===== config.mk =====
export PLATFORM = sky130hd
export DESIGN_NAME = uart_tx_fifo_sched
export DESIGN_NICKNAME = d
export VERILOG_FILES = /design/src/rtl/uart_tx_fifo_sched.sv
export SDC_FILE = /design/constraint.sdc
export NUM_CORES = 1
export LEC_CHECK = 0
export ABC_AREA = 1
export CORE_MARGIN = 2
export CORE_UTILIZATION = 34
export DETAILED_ROUTE_END_ITERATION = 6
export RECOVER_POWER = 100
export SKIP_LAST_GASP = 1
export SYNTH_ARGS = -nofsm -noshare
export SYNTH_HDL_FRONTEND = slang
export SYNTH_SLANG_ARGS = --single-unit

===== constraint.sdc =====
create_clock -name clock -period 3.22 [get_ports clock]
set_input_delay 0.322 -clock clock [delete_from_list [all_inputs] [get_ports clock]]
set_output_delay 0.322 -clock clock [all_outputs]
set_load 0.01 [all_outputs]

===== src/rtl/uart_tx_fifo_sched.sv =====
// Drains the TX FIFO one byte at a time into the UART shift engine; start lasts until busy rises.
// Latency: !fifo_empty in IDLE -> rdreq next cycle -> tx_start two cycles later; ack timeout drops the byte.
module uart_tx_fifo_sched #(
  parameter int DATA_W      = 8,
  parameter int USEDW_W     = 4,
  parameter int THRESH      = 4,
  parameter int ACK_TIMEOUT = 255
) (
  input  logic               clock,
  input  logic               sclr,
  input  logic               tx_en,
  input  logic               flush,
  input  logic               fifo_empty,
  input  logic               fifo_full,
  input  logic [USEDW_W-1:0] fifo_usedw,
  input  logic [DATA_W-1:0]  fifo_q,
  output logic               fifo_rdreq,
  output logic [DATA_W-1:0]  tx_data,
  output logic               tx_start,
  input  logic               tx_busy,
  output logic               irq_txlow,
  output logic               ack_err,
  output logic               sched_busy,
  output logic [15:0]        sent_cnt
);

  localparam logic [2:0] S_IDLE  = 3'd0;
  localparam logic [2:0] S_POP   = 3'd1;
  localparam logic [2:0] S_LOAD  = 3'd2;
  localparam logic [2:0] S_WACK  = 3'd3;
  localparam logic [2:0] S_WDONE = 3'd4;
  localparam logic [2:0] S_FLUSH = 3'd5;

  localparam logic [15:0]        TO_LAST  = 16'(ACK_TIMEOUT - 1);
  localparam logic [USEDW_W:0]   THRESH_L = (USEDW_W+1)'(THRESH);
  localparam logic [USEDW_W:0]   FULL_L   = (USEDW_W+1)'(2**USEDW_W);

  logic [2:0]       state;
  logic [2:0]       state_nxt;
  logic             flush_pend;
  logic [15:0]      to_cnt;
  logic [15:0]      cnt_q;
  logic [USEDW_W:0] fill_lvl;
  logic             accept;
  logic             timeout;

  // usedw wraps to 0 when full, so the full flag supplies the missing top value
  assign fill_lvl = fifo_full ? FULL_L : {1'b0, fifo_usedw};

  assign accept  = (state == S_WACK) && tx_busy;
  assign timeout = (state == S_WACK) && !tx_busy && (to_cnt == TO_LAST);

  assign fifo_rdreq = (state == S_POP) || ((state == S_FLUSH) && !fifo_empty);
  assign tx_start   = (state == S_WACK);
  assign sched_busy = (state != S_IDLE);
  assign sent_cnt   = cnt_q;

  always_comb begin
    state_nxt = state;
    case (state)
      S_IDLE: begin
        if (flush_pend)
          state_nxt = S_FLUSH;
        else if (tx_en && !fifo_empty)
          state_nxt = S_POP;
      end
      S_POP:   state_nxt = S_LOAD;
      S_LOAD:  state_nxt = S_WACK;
      S_WACK: begin
        if (tx_busy)
          state_nxt = S_WDONE;
        else if (timeout)
          state_nxt = S_IDLE;
      end
      S_WDONE: begin
        if (!tx_busy)
          state_nxt = S_IDLE;
      end
      S_FLUSH: begin
        if (fifo_empty)
          state_nxt = S_IDLE;
      end
      default: state_nxt = S_IDLE;
    endcase
  end

  always_ff @(posedge clock) begin
    if (sclr) begin
      state      <= S_IDLE;
      tx_data    <= '0;
      irq_txlow  <= 1'b0;
      ack_err    <= 1'b0;
      cnt_q      <= '0;
      flush_pend <= 1'b0;
      to_cnt     <= '0;
    end else begin
      state     <= state_nxt;
      irq_txlow <= tx_en && (fill_lvl <= THRESH_L);
      // a flush request arriving on the exit cycle must survive for the next pass
      if (flush)
        flush_pend <= 1'b1;
      else if ((state == S_FLUSH) && fifo_empty)
        flush_pend <= 1'b0;
      if (state == S_LOAD)
        tx_data <= fifo_q;
      if (state == S_LOAD)
        to_cnt <= '0;
      else if ((state == S_WACK) && (to_cnt != 16'hFFFF))
        to_cnt <= to_cnt + 16'd1;
      if (timeout)
        ack_err <= 1'b1;
      cnt_q <= cnt_q + {15'd0, accept};
    end
  end

endmodule


==> results of run 1 <==
cells in the final DEF (no fill, tap or decap), types with 2 or more instances in the layout:
cell type and instances:
nand3_1 12, buf_4 2, a21oi_1 25, clkdlybuf4s50_1 17, ha_1 4, nand4_1 9
or2_0 2, clkinv_1 3, nor3_1 8, dlygate4sd3_1 30, nor2_4 2, clkbuf_8 5
xnor2_1 3, nand3_2 4, nor2_1 65, nand2_1 86, inv_1 38, dfxtp_1 46
xor2_1 3, o21a_1 2, nand2_2 4, nor2_2 4, o21ai_0 15
through the flow:
step	setup slack (ns)	cells	area, um2
floorplan	1.241	346	2335
global placement	0.9881	471	2897
detailed placement	0.9409	471	2897
CTS	1.015	479	3007
global route	0.6929	479	2994
finish	1.029	479	2994
layout make-up:
type                            count  area, um2  share of cell area [%]
Clock buffer                        6      72.57                   2.424
Clock inverter                      2      37.54                   1.254
Tap cell                           80      100.1                   3.343
Timing Repair Buffer               49      485.5                   16.21
Multi-Input combinational cell    255       1224                   40.87
Sequential cell                    46      920.9                   30.76
Inverter                           41      153.9                   5.140
power breakdown:
part	total (mW)	switching, mW	internal (mW)
combinational	0.391	0.227	0.164
sequential	0.666	0.0397	0.626
clock	0.443	0.211	0.232
final timing paths:
kind	to	slack [ns]	cells past startpoint	start
worst max-delay path	sent_cnt[14]	1.03	12	state[0]
worst min-delay path	ack_err	0.48	1	ack_err
worst max register to register	sent_cnt[14]	1.03	12	state[0]
worst min register to register	ack_err	0.48	1	ack_err
kinds of logic (layout without fill, tap and decap cells):
group / Yosys count / after routing / share of synthesized area (%)
flops: 46 / 46 / 39.44
buf+inv: 45 / 98 / 7.610
simple gates: 200 / 200 / 38.16
xor+xnor: 6 / 6 / 2.251
fa+ha+maj: 4 / 4 / 2.144
compound gates: 45 / 45 / 10.40
flip-flops by register name, summed over array words and instances, names as in the netlist:
register / count
flush_pend: 1
sent_cnt: 16
irq_txlow: 1
to_cnt: 16
tx_data: 8
state: 3
ack_err: 1
per-layer routing:
metal  vias up  GRT usage (%)  wire, um
li1       1195              -         -
met1       995          20.05      2579
met2        43          23.59      2389
met3         8          3.886       258
met4         0          7.102        97
met5         -              0         0
worst max-delay path, delay by kind of cell, from the launching register on:
family          cells  cell delay, ns
compound gates      1            0.14
fa+ha+maj           2            0.32
buf+inv             3            0.34
flops               1            0.43
simple gates        6            0.89
==> flow_summary.json, run 1 <==
{
  "status": "finished, final reports clean",
  "avgSynthCellArea_um2": 6.748,
  "min_period_over_period_pct": 68.06,
  "area_growth_pct": 28.24,
  "grt_max_degree": 21,
  "gp_congestion": 0.7974,
  "timing.final.max_slew_violations": 0,
  "yosysTopAreaCell": "dfxtp_1",
  "vias_per_cell": 4.678,
  "synthTopCellsByCount": "85 x nand2_1, 63 x nor2_1, 46 x dfxtp_1, 37 x inv_1, 25 x a21oi_1",
  "criticalPathCategory": "reg -> reg",
  "synth_top_area_share_pct": 39.44,
  "yosysSeqAreaShare_pct": 39.44,
  "crit_chain": "nand3_1, inv_1, nand2_1, inv_1, ha_1, ha_1, nand2_1, nor2_1, inv_1, nor2_1, nand4_1, a21oi_1",
  "synth_area_leaders": "dfxtp_1 39%, nand2_1 14%, nor2_1 10%",
  "clock.fmax_ghz": 0.4563,
  "cts_setup_buffers": 0,
  "hpwl_um": 3859,
  "total_power_mw": 1.500,
  "row_count": 30,
  "cts_buffers": 5,
  "synth_cell_types": 30,
  "utilization_pct": 44.56,
  "slowest_delay_ns": 0.43,
  "post-route-min-period_ns": 2.191,
  "synth-seq-cells": 46,
  "ys_warn_count": 0,
  "path_max_fanout": 6,
  "hold_slack_ns": 0.4756,
  "antenna_found_initial": 0,
  "crit_path_top_delay_cell": "dfxtp_1",
  "synth_cells": 346,
  "clock_latency_ns": 0.31,
  "drc": 0,
  "cap_viol_max_count": 0,
  "hold_buffers": 0,
  "p_leak_nw": 1.221,
  "setup_viol": 0,
  "startpoint_type": "flip-flop",
  "cts.repair.resized": 0,
  "grt_pass1_vias": 2098,
  "clock_path_buffers": 2,
  "fin_tns_setup_ns": 0,
  "port_buffers": 47,
  "ys.flop_type": "dfxtp_1",
  "hold_viol": 0,
  "synthesis.area_mm2": 0.002335,
  "drt_iter0_drc": 58,
  "antenna_left": 0,
  "n_fill_cell": 686,
  "clock_skew_ns": 0.003129,
  "syn_nets": 369,
  "grt-ovfl-total": 0,
  "vias": 2241,
  "cts_tree": "yes",
  "worst_slew_pin_slew_ns": 0.6225,
  "grt_usage_pct": 15.32,
  "coreArea_mm2": 0.006719,
  "die_w_um": 86.87,
  "drive_above_1_share_pct": 6.266,
  "max-slew-margin-rel_pct": 58.35,
  "cts.sinks": 46,
  "cp.required_ns": 3.47,
  "cp.arrival_ns": 2.44,
  "initial_core_util_pct": 34.75,
  "ir_drop_uv": 271.4,
  "io_pins": 48,
  "clk_pin_slew_worst_paths_ns": 0.09,
  "fin_nets": 421,
  "async_flop_share_pct": 0,
  "synth_edf_count": 0,
  "cp-end-kind": "flip-flop",
  "critical_path.most_common_cell": "inv_1",
  "n_antenna_cell": 0,
  "synth.most_common_cell": "nand2_1",
  "power_density_mw_per_mm2": 500.9,
  "rsz0062_at_grt": "false",
  "grt_pass1_wl_um": 9232,
  "min_path_type": "reg -> reg",
  "wl_per_cell_um": 11.11,
  "htreeDepth": 2,
  "die_area_mm2": 0.007546,
  "cts-root-buf": "clkbuf_8",
  "first_pass_iters": 4,
  "routed_wirelength_um": 5324,
  "die_y_um": 86.87
}
(Power assumes the default switching activity.)
==> inputs of run 2 (changes only) <==
clock period = 2.3 ns   (was 3.22 ns; I/O delays follow)
==> run 2 against run 1 <==
  * Sequential power up 41%
  * Setup slack worse by 0.82 ns
  * Core utilization up 0.11 points
  * Critical path depth down 1
  * Sequential cell count unchanged
==> flow_summary.json, run 2 (synthesis results as in run 1) <==
{
  "status": "finished, final reports clean",
  "hold_viol": 0,
  "grt_pass1_vias": 2111,
  "clock_skew_ns": 0.01112,
  "cts_tree": "yes",
  "timing.final.max_slew_violations": 0,
  "row_count": 30,
  "coreArea_mm2": 0.006719,
  "utilization_pct": 44.67,
  "ir_drop_uv": 354.3,
  "clock_latency_ns": 0.31,
  "crit_path_top_delay_cell": "nor2_1",
  "fin_nets": 422,
  "power_density_mw_per_mm2": 705.9,
  "crit_chain": "ha_1, inv_1, nor2_1, nand2_2, nor2_2, nor2_1, buf_4, nand2_1, nand2_1, clkinv_1, nor2_2",
  "cts_buffers": 5,
  "final_common_cell": "nand2_1",
  "routed_wirelength_um": 5396,
  "clk_pin_slew_worst_paths_ns": 0.10,
  "cp.required_ns": 2.55,
  "grt_usage_pct": 15.31,
  "grt_max_degree": 19,
  "gp_congestion": 0.7818,
  "min_to": "irq_txlow",
  "cap_viol_max_count": 0,
  "hold_start": "fifo_full",
  "post-route-min-period_ns": 2.088,
  "drive_above_1_share_pct": 7.000,
  "r2r_end": "to_cnt[9]",
  "die_area_mm2": 0.007546,
  "htreeDepth": 2,
  "grt_pass1_wl_um": 9273,
  "min_path_type": "in -> reg",
  "n_antenna_cell": 0,
  "drt_iter0_drc": 84,
  "rsz0062_at_grt": "false",
  "antenna_found_initial": 0,
  "cp-end-kind": "flip-flop",
  "max-slew-margin-rel_pct": 53.09,
  "critPathLaunch": "to_cnt[0]",
  "clock_path_buffers": 2,
  "reg2reg_depth": 11,
  "setup_viol": 0,
  "io_pins": 48,
  "holdPathStages": 2,
  "min_period_over_period_pct": 90.76,
  "total_power_mw": 2.119,
  "area_growth_pct": 28.56,
  "initial_core_util_pct": 34.75,
  "grt-ovfl-total": 0,
  "slowest_delay_ns": 0.53,
  "worst_slew_pin_slew_ns": 0.7011,
  "critPathTopFamily": "simple AND/OR/NAND/NOR gates",
  "vias_per_cell": 4.675,
  "p_leak_nw": 1.235,
  "hpwl_um": 3983,
  "worst-path-buf-inv": 3,
  "wl_per_cell_um": 11.24,
  "cp.arrival_ns": 2.33,
  "antenna_left": 0,
  "vias": 2244,
  "final_cell_mix": "85 x nand2_1, 65 x nor2_1, 46 x dfxtp_1",
  "fin_tns_setup_ns": 0,
  "die_w_um": 86.87,
  "clock.fmax_ghz": 0.4790,
  "cts-root-buf": "clkbuf_8",
  "startpoint_type": "flip-flop",
  "cts_setup_buffers": 0,
  "path_max_fanout": 12,
  "cts.sinks": 46,
  "criticalPathCategory": "reg -> reg",
  "drc": 0,
  "first_pass_iters": 4,
  "die_y_um": 86.87,
  "ff2ff_setup_slack_ns": 0.21,
  "port_buffers": 47,
  "r2r_start": "to_cnt[0]"
}
-- run 2: metal layers --
layer | routed length, um | up-vias | GRT usage (%)
li1 | - | 1200 | -
met1 | 2627 | 991 | 19.02
met2 | 2429 | 41 | 25.05
met3 | 265 | 12 | 5.024
met4 | 73 | 0 | 4.830
met5 | 0 | - | 0
-- run 2: final cells by class --
type,instances,area (um2)
clock inverter,3,43.79
tap,80,100.1
clock buffer,5,68.82
sequential,46,920.9
fill,705,3717
multi-input combinational,255,1221
inverter,41,153.9
timing repair buffer,50,493.0
-- run 2: repair_timing --
action,in CTS,in global routing
hold buffers,0,0
endpoints found under the setup margin,0,2
gates resized for setup,0,1
-- run 2: per-stage QoR --
step / std cells / setup slack, ns / hold slack, ns / cell area [um2]
floorplan: 346 / 0.3207 / 0.3057 / 2335
CTS: 480 / 0.1476 / 0.4474 / 3017
detailed placement: 472 / 0.1086 / 0.4659 / 2904
global placement: 472 / 0.1749 / 0.4535 / 2904
global route: 480 / 0.005833 / 0.4469 / 3002
finish: 480 / 0.2125 / 0.4537 / 3002
-- run 2: how the worst max path moves through the flow --
stage                   end  slack, ns  depth (start not counted)
2_1_floorplan  sent_cnt[14]       0.32                         13
3_3_place_gp   sent_cnt[14]       0.17                         12
3_5_place_dp   sent_cnt[14]       0.11                         12
4_1_cts        sent_cnt[14]       0.15                         13
5_1_grt        sent_cnt[14]      0.006                         12
6_report          to_cnt[9]       0.21                         11
-- run 2: worst reg2reg max path, cell delays in order, from the launching register on --
cell and delay, ns:
dfxtp_1 0.33, ha_1 0.21, inv_1 0.06, nor2_1 0.09, nand2_2 0.15, nor2_2 0.05, nor2_1 0.53, buf_4 0.31
nand2_1 0.07, nand2_1 0.06, clkinv_1 0.07, nor2_2 0.09
-- run 2: power by group --
| group | total, mW | switching, mW | internal [mW] |
|---|---|---|---|
| logic | 0.551 | 0.317 | 0.234 |
| registers | 0.936 | 0.0586 | 0.877 |
| clock network | 0.632 | 0.306 | 0.326 |
